===== src/rtl/mem_bridge_pkg.sv =====
// Shared constants for the CPU-to-memory bridge: state encoding, widths and the
// read value returned after an aborted access.
`ifndef WIDTH
`define WIDTH 32
`endif

package mem_bridge_pkg;

    localparam int ADDR_W_DEF = `WIDTH;
    localparam int DATA_W_DEF = `WIDTH;

    localparam logic [1:0] ST_IDLE = 2'd0;
    localparam logic [1:0] ST_REQ  = 2'd1;
    localparam logic [1:0] ST_DONE = 2'd2;

    localparam logic [31:0] ERR_RDATA = 32'hDEADBEEF;

    function automatic logic is_aligned(input logic [1:0] lsb);
        return lsb == 2'b00;
    endfunction

endpackage


===== src/rtl/mem_bridge_timer.sv =====
// Counts cycles spent waiting for a memory ack and flags the abort cycle.
// Only instantiated when MEM_TIMEOUT_EN is defined.
module mem_bridge_timer #(
    parameter int TIMEOUT = 16
) (
    input  logic clk,
    input  logic rst,
    input  logic clr_i,
    input  logic en_i,
    output logic expired_o
);

    logic [7:0] cnt_q, cnt_d;

    always_comb begin
        cnt_d = cnt_q;
        if (clr_i)
            cnt_d = '0;
        else if (en_i)
            cnt_d = cnt_q + 8'd1;
    end

    always_ff @(posedge clk or posedge rst) begin
        if (rst)
            cnt_q <= '0;
        else
            cnt_q <= cnt_d;
    end

    // Count is 0 in the first wait cycle, so this fires in wait cycle TIMEOUT.
    assign expired_o = en_i && (cnt_q == 8'(TIMEOUT - 1));

endmodule


===== src/rtl/mem_bridge.sv =====
// Turns level MemRd/MemWr strobes into a registered req/ack memory handshake
// and stalls the multicycle controller meanwhile. Optional: MEM_TIMEOUT_EN.
//
// state   | meaning
// IDLE    | no access; a strobe stalls and starts one at the next edge
// REQ     | mem_req held, waiting for mem_ack (or timeout)
// DONE    | one unstalled cycle so the controller advances; strobes ignored
module mem_bridge
    import mem_bridge_pkg::*;
#(
    parameter int ADDR_W  = ADDR_W_DEF,
    parameter int DATA_W  = DATA_W_DEF,
    parameter int TIMEOUT = 16
) (
    input  logic              clk,
    input  logic              rst,
    input  logic              cpu_rd,
    input  logic              cpu_wr,
    input  logic [ADDR_W-1:0] cpu_addr,
    input  logic [DATA_W-1:0] cpu_wdata,
    output logic [DATA_W-1:0] cpu_rdata,
    output logic              cpu_stall,
    output logic              mem_req,
    output logic              mem_we,
    output logic [ADDR_W-1:0] mem_addr,
    output logic [DATA_W-1:0] mem_wdata,
    input  logic [DATA_W-1:0] mem_rdata,
    input  logic              mem_ack,
    output logic              err
);

    if (TIMEOUT < 2 || TIMEOUT > 256) begin : g_bad_timeout
        $error("mem_bridge: TIMEOUT must lie in 2..256");
    end

    logic [1:0]        state_q, state_d;
    logic [DATA_W-1:0] rdata_q, rdata_d;
    logic              req_q, req_d;
    logic              we_q, we_d;
    logic [ADDR_W-1:0] addr_q, addr_d;
    logic [DATA_W-1:0] wdata_q, wdata_d;
    logic              err_q, err_d;

    logic strobe;
    logic aligned;
    logic start_req;
    logic timeout_hit;

    assign strobe    = cpu_rd | cpu_wr;
    assign aligned   = is_aligned(cpu_addr[1:0]);
    assign start_req = (state_q == ST_IDLE) && strobe && aligned;

`ifdef MEM_TIMEOUT_EN
    mem_bridge_timer #(
        .TIMEOUT (TIMEOUT)
    ) u_timer (
        .clk       (clk),
        .rst       (rst),
        .clr_i     (start_req),
        .en_i      (state_q == ST_REQ),
        .expired_o (timeout_hit)
    );
`else
    assign timeout_hit = 1'b0;
`endif

    always_comb begin
        state_d = state_q;
        rdata_d = rdata_q;
        req_d   = req_q;
        we_d    = we_q;
        addr_d  = addr_q;
        wdata_d = wdata_q;
        err_d   = err_q;
        case (state_q)
            ST_IDLE: begin
                if (strobe) begin
                    // rd+wr together resolves to a write but is still an error
                    if (cpu_rd && cpu_wr)
                        err_d = 1'b1;
                    if (!aligned) begin
                        err_d = 1'b1;
                        if (!cpu_wr)
                            rdata_d = '0;
                        state_d = ST_DONE;
                    end else begin
                        addr_d  = cpu_addr;
                        wdata_d = cpu_wdata;
                        we_d    = cpu_wr;
                        req_d   = 1'b1;
                        state_d = ST_REQ;
                    end
                end
            end
            ST_REQ: begin
                if (mem_ack) begin
                    req_d = 1'b0;
                    if (!we_q)
                        rdata_d = mem_rdata;
                    state_d = ST_DONE;
                end else if (timeout_hit) begin
                    req_d = 1'b0;
                    err_d = 1'b1;
                    if (!we_q)
                        rdata_d = DATA_W'(ERR_RDATA);
                    state_d = ST_DONE;
                end
            end
            ST_DONE: state_d = ST_IDLE;
            default: state_d = ST_IDLE;
        endcase
    end

    always_ff @(posedge clk or posedge rst) begin
        if (rst) begin
            state_q <= ST_IDLE;
            rdata_q <= '0;
            req_q   <= 1'b0;
            we_q    <= 1'b0;
            addr_q  <= '0;
            wdata_q <= '0;
            err_q   <= 1'b0;
        end else begin
            state_q <= state_d;
            rdata_q <= rdata_d;
            req_q   <= req_d;
            we_q    <= we_d;
            addr_q  <= addr_d;
            wdata_q <= wdata_d;
            err_q   <= err_d;
        end
    end

    assign cpu_stall = ((state_q == ST_IDLE) && strobe) || (state_q == ST_REQ);
    assign cpu_rdata = rdata_q;
    assign mem_req   = req_q;
    assign mem_we    = we_q;
    assign mem_addr  = addr_q;
    assign mem_wdata = wdata_q;
    assign err       = err_q;

endmodule

===== config.mk =====
export PLATFORM = sky130hd
export DESIGN_NAME = mem_bridge
export DESIGN_NICKNAME = d
export VERILOG_FILES = /design/src/rtl/mem_bridge_pkg.sv /design/src/rtl/mem_bridge_timer.sv /design/src/rtl/mem_bridge.sv
export SDC_FILE = /design/constraint.sdc
export NUM_CORES = 1
export LEC_CHECK = 0
export CAP_MARGIN = 40
export CORE_UTILIZATION = 36
export DETAILED_ROUTE_END_ITERATION = 8
export PLACE_DENSITY_LB_ADDON = 0.1
export REMOVE_ABC_BUFFERS = 1
export SLEW_MARGIN = 20
export SYNTH_ARGS = -nofsm -noshare
export SYNTH_HDL_FRONTEND = slang
export SYNTH_SLANG_ARGS = --single-unit

===== constraint.sdc =====
create_clock -name clk -period 3.5 [get_ports clk]
set_input_delay 0.7 -clock clk [delete_from_list [all_inputs] [get_ports clk]]
set_output_delay 0.7 -clock clk [all_outputs]
set_load 0.01 [all_outputs]

==> flow_summary.json <==
{
  "tightest_slew_ns": 0.590,
  "r2r_slack_ns": 1.66,
  "syn-cell-area_um2": 4080,
  "antenna_found_initial": 0,
  "cts.clk_slew.worst_paths_ns": 0.06,
  "num_antenna_cells": 0,
  "synth_top_area_cell": "dfrtp_1",
  "required_ns": 2.80,
  "root_buffer": "clkbuf_16",
  "whs_ns": 0.479,
  "yosysSeqAreaShare": 0.620,
  "cts_tree": "yes",
  "clock_path_buffers": 2,
  "synth_edf_count": 0,
  "finalHoldViolCount": 0,
  "arrival_ns": 1.97,
  "grt_max_degree": 68,
  "avgSynthCellArea_um2": 13.6,
  "seqCellArea_um2": 2530,
  "setup_viol": 0,
  "period_share": 0.762,
  "dp_hpwl_um": 7080,
  "viasPerCell": 4.52,
  "vias": 2917,
  "hold_buffers": 0,
  "power_density_nw_per_um2": 790,
  "dpl_cell_area_um2": 6180,
  "cp_max_fo": 5,
  "fin_cells": 646,
  "synth_area_leaders": "dfrtp_1, mux2_2, mux2i_1, inv_1, nand2_1",
  "ys_top_cells_by_count": "dfrtp_1, mux2_2, inv_1",
  "yosys.area_share.xor_xnor": 0,
  "drt_iter0_drc": 109,
  "final_layout_size_suffix_gt1_frac": 0.174,
  "overflow": 0,
  "grt_pass1_wl_um": 15400,
  "synthesis.instances": 299,
  "insertion_delay_ns": 0.33,
  "vdd_ir_drop_max_v": 0.000458,
  "status": "finished clean",
  "fillers": 946,
  "postCtsSetupRepairBufs": 0,
  "dp.cells": 629,
  "synth-seq-cells": 101,
  "drt_first_pass_iters": 4,
  "row_count": 38,
  "synth_mux_area_frac": 0.253,
  "cts_resized": 0,
  "synth_compound_area_frac": 0.00952,
  "cp-start-kind": "input pin",
  "antenna_left": 0,
  "synth_fa_ha_area_frac": 0.00246,
  "routed_wl_um": 9660,
  "cellLeakagePower_nw": 2.80,
  "fin_area_um2": 6480,
  "tns_ns": 0,
  "cts.sinks": 101,
  "io_pins": 201,
  "yosys_warnings": 0,
  "ys.flop_type": "dfrtp_1",
  "slew_violations": 0,
  "period_minus_slack_ns": 2.67,
  "synth_cell_types": 20,
  "total_power_mw": 5.12,
  "die_h_um": 108,
  "numCtsBuffers": 9,
  "worst_setup_path_end_kind": "output pin",
  "synth_top_family_by_area": "multiplexers",
  "initial_utilization": 0.373,
  "fmax_mhz": 375,
  "hold_class": "register to register",
  "place.gp.congestion": 0.751,
  "synth.most_common_cell": "dfrtp_1",
  "finClkSkew_ns": 0.00308,
  "grtUsageTotal": 0.172,
  "crit_type": "input pin to output pin",
  "multi_input_area_um2": 1300,
  "nets": 602,
  "portBuffers": 200,
  "core_um2": 10900,
  "die_area_um2": 11800,
  "slew_headroom": 0.607,
  "async_flop_share": 1.00,
  "rsz0062_at_grt": "no",
  "wl_per_cell_um": 15.0,
  "first_global_vias": 3218,
  "cts_max_level": 3,
  "synth-simple-area-share": 0.0510,
  "drc": 0,
  "maxCapViolCount": 0,
  "area_delta_synth_final_pct": 59.1,
  "die_width_um": 108,
  "synth.top_cell.area_share": 0.620
}
==> power breakdown <==
group	switching (mW)	internal, mW	leakage (nW)
clock	0.410	0.520	0.132
combinational	0.863	1.40	1.41
sequential	0.262	1.67	1.26
==> stage by stage <==
step                      utilization  setup slack, ns
after floorplan                     -           -0.769
after global placement          0.566            0.857
after detailed placement        0.566            0.831
after CTS                       0.591            0.830
after global routing            0.593            0.781
final                           0.593            0.831
==> flip-flops by register name, summed over array words and instances, names as in the netlist <==
register / cells
mem_req: 1
mem_we: 1
state_q: 2
cpu_rdata: 32
mem_wdata: 32
err: 1
mem_addr: 32
==> worst max-delay path, stage by stage <==
cell	delay, ns
clkdlybuf4s50_1	0.56
nor3_2	0.07
nor2_1	0.10
clkdlybuf4s50_1	0.54
==> layout by cell type (no fill, tap or decap), drive strengths merged, types with 2 or more instances in the layout <==
master         count
mux2i             32
inv               35
clkinvlp           2
nor3               3
mux2              63
a21o               2
nand2             33
clkbuf            13
clkdlybuf4s50    200
nor2               5
o21ai              3
nor2b              3
buf                6
dfrtp            101
==> per-layer routing <==
metal / up-vias / routed length, um / track usage
met5: - / 0 / 0
met1: 1391 / 3940 / 0.200
met4: 0 / 147 / 0.0714
met2: 134 / 4420 / 0.274
met3: 13 / 1150 / 0.0796
li1: 1379 / - / -
==> final cells by class <==
class,instances,share of cell area
Inverter,35,0.0206
Clock inverter,3,0.00309
Tap cell,140,0.0270
Multi-Input combinational cell,148,0.200
Sequential cell,101,0.390
Timing Repair Buffer,206,0.320
Clock buffer,13,0.0401
==> final timing paths <==
kind | start | end | cells after the start
min in group asynchronous | rst | mem_wdata[16] | 2
max | cpu_wr | cpu_stall | 4
max reg2reg | state_q[1] | mem_wdata[1] | 5
min | err | err | 1
max in group asynchronous | rst | mem_wdata[14] | 4
min reg2reg | err | err | 1
==> kinds of logic after synthesis <==
group           after synthesis
fa+ha+maj                     1
buf+inv                      50
flops                       101
simple gates                 46
mux                          95
compound gates                6
No activity file was read; power rests on OpenSTA's default activity.
